$ cat src/rtl/mouse_tracker.sv
// mouse_tracker: assembles 3-byte PS/2 mouse packets into a clamped absolute cursor and button state
module mouse_tracker #(
    parameter int X_MAX   = 639,
    parameter int Y_MAX   = 479,
    parameter int X_INIT  = 320,
    parameter int Y_INIT  = 240,
    parameter int TIMEOUT = 2_500_000
) (
    input  logic       clk,
    input  logic       reset,
    input  logic [7:0] rx_data,
    input  logic       rx_valid,
    input  logic       rx_err,
    output logic [9:0] mouse_x,
    output logic [9:0] mouse_y,
    output logic [2:0] btn,
    output logic       pkt_valid,
    output logic       sync_err
);
    localparam int CW = $clog2(TIMEOUT + 1);
    localparam logic signed [11:0] XM = 12'(X_MAX);
    localparam logic signed [11:0] YM = 12'(Y_MAX);
    typedef enum logic [1:0] {B0, B1, B2, APPLY} state_t;
    state_t r_state;
    logic [2:0] r_btn;
    logic [1:0] r_sgn;
    logic [1:0] r_ovf;
    logic [7:0] r_xb;
    logic [7:0] r_yb;
    logic [CW-1:0] r_cnt;
    logic r_pend;
    logic w_wait;
    logic w_tmo;
    logic w_hdr_slot;
    logic w_hdr_ok;
    logic w_hdr_bad;
    logic w_apply;
    logic signed [11:0] w_dx;
    logic signed [11:0] w_dy;
    logic signed [11:0] w_nx;
    logic signed [11:0] w_ny;
    logic [9:0] w_cx;
    logic [9:0] w_cy;
    // Decide whether an incoming byte is a header candidate and detect aborts
    always_comb begin
        w_wait     = r_state == B1 || r_state == B2;
        w_tmo      = w_wait && r_cnt == CW'(TIMEOUT);
        w_hdr_slot = !w_wait || w_tmo;
        w_hdr_ok   = rx_valid && !rx_err && w_hdr_slot && rx_data[3];
        w_hdr_bad  = rx_valid && !rx_err && w_hdr_slot && !rx_data[3];
        w_apply    = r_state == APPLY && !rx_err;
    end
    // Signed delta accumulation (PS/2 +y is up, screen +y is down) clamped to the visible area
    always_comb begin
        w_dx = r_ovf[0] ? 12'sd0 : {{4{r_sgn[0]}}, r_xb};
        w_dy = r_ovf[1] ? 12'sd0 : {{4{r_sgn[1]}}, r_yb};
        w_nx = $signed({2'b00, mouse_x}) + w_dx;
        w_ny = $signed({2'b00, mouse_y}) - w_dy;
        w_cx = w_nx < 12'sd0 ? 10'd0 : w_nx > XM ? 10'(X_MAX) : w_nx[9:0];
        w_cy = w_ny < 12'sd0 ? 10'd0 : w_ny > YM ? 10'(Y_MAX) : w_ny[9:0];
    end
    // Packet FSM, inter-byte timeout and registered outputs; a bad header seen during APPLY
    // reports its sync_err one cycle late so it never overlaps pkt_valid
    always_ff @(posedge clk or negedge reset) begin
        if (!reset) begin
            r_state   <= B0;
            r_btn     <= '0;
            r_sgn     <= '0;
            r_ovf     <= '0;
            r_xb      <= '0;
            r_yb      <= '0;
            r_cnt     <= '0;
            r_pend    <= 1'b0;
            mouse_x   <= 10'(X_INIT);
            mouse_y   <= 10'(Y_INIT);
            btn       <= '0;
            pkt_valid <= 1'b0;
            sync_err  <= 1'b0;
        end else begin
            pkt_valid <= w_apply;
            sync_err  <= rx_err || w_tmo || (w_hdr_bad && r_state != APPLY) || r_pend;
            r_pend    <= w_hdr_bad && r_state == APPLY;
            r_cnt     <= (w_wait && !w_tmo && !rx_valid && !rx_err) ? r_cnt + CW'(1) : '0;
            if (w_apply) begin
                mouse_x <= w_cx;
                mouse_y <= w_cy;
                btn     <= r_btn;
            end
            if (rx_err) begin
                r_state <= B0;
            end else if (w_hdr_slot) begin
                r_state <= w_hdr_ok ? B1 : B0;
                if (w_hdr_ok) begin
                    r_btn <= rx_data[2:0];
                    r_sgn <= rx_data[5:4];
                    r_ovf <= rx_data[7:6];
                end
            end else if (rx_valid) begin
                if (r_state == B1) begin
                    r_xb    <= rx_data;
                    r_state <= B2;
                end else begin
                    r_yb    <= rx_data;
                    r_state <= APPLY;
                end
            end
        end
    end
endmodule

$ cat config.mk
export PLATFORM = sky130hd
export DESIGN_NAME = mouse_tracker
export DESIGN_NICKNAME = d
export VERILOG_FILES = /design/src/rtl/mouse_tracker.sv
export SDC_FILE = /design/constraint.sdc
export NUM_CORES = 1
export LEC_CHECK = 0
export ABC_AREA = 1
export CAP_MARGIN = 15
export CORE_UTILIZATION = 38
export CTS_CLUSTER_DIAMETER = 30
export DETAILED_ROUTE_END_ITERATION = 7
export PLACE_DENSITY_LB_ADDON = 0.3
export SETUP_SLACK_MARGIN = 0.1
export SYNTH_ARGS = -nofsm -noshare
export SYNTH_HDL_FRONTEND = slang
export SYNTH_SLANG_ARGS = --single-unit
$ cat constraint.sdc
create_clock -name clk -period 6.55 [get_ports clk]
set_input_delay 1.6375 -clock clk [delete_from_list [all_inputs] [get_ports clk]]
set_output_delay 1.6375 -clock clk [all_outputs]
set_load 0.02 [all_outputs]
======== Word-level counts from Yosys, hierarchy flattened ========
Index checks and enable logic that the tools add are counted.
operators by class
  shift-type cells ........................ 0
  bitwise operators ....................... 3
  add/subtract/negate cells ............... 3
  eq/ne operators ......................... 5
  multiplexer cells ....................... 12
  reductions and logical operators ........ 25
  $lt $le $gt $ge ......................... 4
  multipliers ............................. 0
  divide/modulo/power cells ............... 0
operators by type and width
  operator                                                      number
  2-to-1 mux 10 bit                                             4
  less-than comparator 12 x 1 -> 1 bit (second input constant)  2
  2-to-1 mux 12 bit                                             2
  adder 22 x 1 -> 22 bit (second input constant)                1
  == test 22 bit (second input constant)                        1
  2-to-1 mux 22 bit                                             1
  adder 11 x 12 -> 12 bit                                       1
  > comparator 12 x 10 -> 1 bit (second input constant)         1
  > comparator 12 x 11 -> 1 bit (second input constant)         1
  subtractor 11 x 12 -> 12 bit                                  1
  logical AND 1 bit                                             11
  AND reduction 4 bit                                           2
  2-to-1 mux 2 bit                                              3
  zero test 1 bit                                               5
  logical OR 1 bit                                              5
  == test 2 bit (second input constant)                         2
  inverter 1 bit                                                3
  AND reduction 3 bit                                           1
  nonzero test 3 bit                                            1
  == test 2 x 1 -> 1 bit (second input constant)                1
  2-to-1 mux 1 bit                                              2
  inequality test 2 bit (second input constant)                 1
storage, ports and cells
  bits in registers ....................... 73
  ROM bits ................................ 0
  memories ................................ 0
  bits of input ports ..................... 12
  bits in writable memories ............... 0
  bits in latches ......................... 0

======== Longest topological paths before layout ========
  word-level depth ........................ 9
  gate-level depth with buffers ........... 18

======== Worst setup path after synthesis ========
OpenSTA, ideal clock, no wires.
  path kind ............................... input -> register
  from .................................... input rx_err
  to ...................................... register mouse_x[8]
  setup slack ............................. 3.935 ns
  path buffers ............................ 0
  cell stages on the path ................. 5
  arrival time ............................ 2.543 ns
  cells stage by stage .................... nor2_1 inv_1 a21oi_4 nand3_1 o21ai_1
on the way
  word-level cells in the longest chain between the ends .. 2
ends and longest elaborated chain
  item                  line  source
  from (decl)           13    input logic rx_err,
  zero test 1 bit       51    w_apply = r_state == APPLY && !rx_err;
  logical AND 1 bit     51
  to (signal assigned)  74    mouse_x <= 10'(X_INIT);
  to (signal assigned)  85    mouse_x <= w_cx;
  to (decl)             14    output logic [9:0] mouse_x,
Every way passes these cells.
A chain may end at the register's enable or synchronous reset.

======== Final worst setup path ========
  from .................................... input rx_err
  to ...................................... register mouse_x[8]
on the way
  word-level cells in the longest chain between the ends .. 2
ends and longest elaborated chain
  item               line  source
  zero test 1 bit    51
  logical AND 1 bit  51
  named net w_apply  37    logic w_apply;
The timed path passes the listed nets, and every way through them passes these cells.

==> results.json <==
{
  "first_pass_iters": 6,
  "finalCritPeriodShare": 0.544,
  "antenna_cells": 0,
  "status": "finished with violations",
  "grt_max_degree": 74,
  "netlist_area_um2": 4590,
  "post-route-min-period_ns": 3.56,
  "std_cell_rows": 39,
  "ios": 37,
  "start_util": 0.395,
  "synth_area_leaders": "dfrtp_1 (37%), nand2_1 (15%), ha_1 (7.4%)",
  "finClkSkew_ns": 0.0126,
  "ys_async_sr_fraction": 1.00,
  "grt_overflow_total": 0,
  "synthTopCellsByCount": "nand2_1 (179), inv_1 (76), dfrtp_1 (67)",
  "fin_area_um2": 5370,
  "violations": "DRC",
  "first_global_vias": 3757,
  "hold_depth": 2,
  "leakage_uw": 0.00266,
  "critPathRequiredTime_ns": 6.81,
  "crit_arrival_ns": 3.82,
  "min_from": "r_pend",
  "netlist-cell-type-count": 38,
  "hpwlAfterDp_um": 7780,
  "placed_cell_area_um2": 5090,
  "avgSynthCellArea_um2": 7.74,
  "cts.clk_slew.worst_paths_ns": 0.06,
  "path_max_fanout": 22,
  "grt_usage": 0.178,
  "power.density_nw_per_um2": 333,
  "drc_errors": 4,
  "synth.most_common_cell": "nand2_1",
  "hold_violations": 0,
  "port_buffers": 36,
  "clockRootBuffer": "clkbuf_16",
  "post-cts-setup-buffer-count": 0,
  "timing.rr.end": "mouse_x[1]",
  "place_congestion": 0.833,
  "via_per_inst": 4.88,
  "synth_nets": 634,
  "cts_max_level": 3,
  "hp-class": "flip-flop to flip-flop",
  "route.vias.total": 3813,
  "yosysSeqAreaShare": 0.400,
  "cts_buffer_depth": 2,
  "core_um2": 11600,
  "grt_pass1_wl_um": 17800,
  "antenna_left": 0,
  "die_w_um": 112,
  "start_kind": "input pin",
  "antenna_found_initial": 0,
  "finalSetupTns_ns": 0,
  "ys_seq_elements": 73,
  "peakVddDrop_v": 0.000139,
  "cts_tree": "yes",
  "yosysTopAreaCell": "dfrtp_1",
  "die_height_um": 112,
  "drt_wl_total_um": 10100,
  "wl_per_cell_um": 12.9,
  "syn-instance-count": 593,
  "synthesis.yosys.warnings": 0,
  "clock-sinks": 73,
  "slew_headroom": 0.407,
  "clock.fmax_ghz": 0.281,
  "synth_top_area_share": 0.365,
  "maxCapViolCount": 0,
  "clk_latency_ns": 0.33,
  "path_class": "input pin to flip-flop",
  "r2r-start": "r_ovf[0]",
  "crit_path_end_kind": "flip-flop",
  "finalMaxSlewViolations": 0,
  "drive_gt1_frac": 0.108,
  "die_area_um2": 12500,
  "synthToLayoutAreaGrowth_pct": 17.0,
  "tightest_slew_ns": 0.890,
  "synth_edf_count": 0,
  "cts_resized": 0,
  "place_inst": 766,
  "rsz0062_at_grt": "no",
  "first_iter_violations": 295,
  "cts_buffers": 9,
  "nNetsFinal": 675,
  "fin_cells": 782,
  "setup_violations": 0,
  "ctsHoldBuffers": 0,
  "reg2reg_setup_slack_ns": 3.94,
  "synth_flop_cell": "dfrtp_1",
  "holdPathEnd": "sync_err",
  "ff2ff_path_depth": 16
}
power by group:
| part | leakage [uW] | internal [uW] | total, uW | switching [uW] |
|---|---|---|---|---|
| logic | 0.00156 | 284 | 755 | 471 |
| registers | 0.000962 | 525 | 581 | 56.1 |
| clock network | 0.000139 | 266 | 450 | 184 |
| total | 0.00266 | 1080 | 1790 | 712 |
metal layers:
metal  up-vias  wire length (um)  share of wire  global-route usage
met5         -                 0              0                   0
met4         0                95         0.0094              0.0604
met3         8               377          0.037              0.0289
met2        65              4450           0.44               0.274
met1      1775              5140           0.51               0.256
li1       1965                 -              -                   -
layout make-up:
type                    count  area (um2)
clock buffers              11         243
clock inverters             5        32.5
fillers                  1191        6250
inverters                  78         293
multi-input cells         435        2420
flip-flops and latches     73        1830
well taps                 143         179
repair buffers             37         363
worst max path at each step:
stage / start / end / slack [ns] / cells after the start
floorplan: rx_err / mouse_x[8] / 3.94 / 5
global placement: rx_err / mouse_x[8] / 2.77 / 6
detailed placement: rx_err / mouse_x[8] / 2.65 / 6
CTS: rx_err / mouse_x[8] / 2.99 / 6
global route: rx_err / mouse_x[7] / 2.71 / 6
finish: rx_err / mouse_x[8] / 2.99 / 6
metrics by stage:
stage	utilization	setup slack, ns	hold WS [ns]	power (uW)
global placement	0.438	2.77	0.456	1330
global route	0.462	2.71	0.504	1940
detailed placement	0.438	2.65	0.443	1340
floorplan	-	3.94	0.422	1140
finish	0.462	2.99	0.461	1790
CTS	0.462	2.99	0.466	1800
layout by cell type (no fill, tap or decap), types with 4 or more instances in the layout:
master and n:
nor2_2 6, nor2_1 57, o21ai_1 7, nand3_1 28, dfstp_2 6, nand3_2 9
clkbuf_16 9, xnor2_1 11, inv_1 76, clkdlybuf4s50_1 35, nand2_2 13, nand4_1 7
a21oi_1 15, o21ai_0 31, nand2_1 179, xor2_1 10, ha_1 27, nor3_1 4
a21oi_4 4, dfrtp_1 67
cell families after synthesis:
logic type | count (synthesis) | synth area share
XOR/XNOR | 21 | 0.0401
adder cells (fa/ha/maj) | 29 | 0.0824
buffers and inverters | 85 | 0.0720
AND/OR/NAND/NOR | 318 | 0.317
flip-flops | 73 | 0.400
AO/OA/AOI/OAI | 67 | 0.0892
critical path, stage by stage:
cell and delay, ns:
clkdlybuf4s50_1 0.47, nor2_1 0.50, inv_1 0.54, a21oi_4 0.41, nand3_1 0.11, o21ai_1 0.14
state kept, by name, summed over array words and instances, names as in the netlist:
name       flops
r_ovf          2
r_cnt         22
btn            3
pkt_valid      1
r_pend         1
r_xb           8
sync_err       1
r_sgn          2
r_yb           8
r_btn          3
mouse_x       10
mouse_y       10
r_state        2
Note: power is estimated with default switching activity, not from simulation.
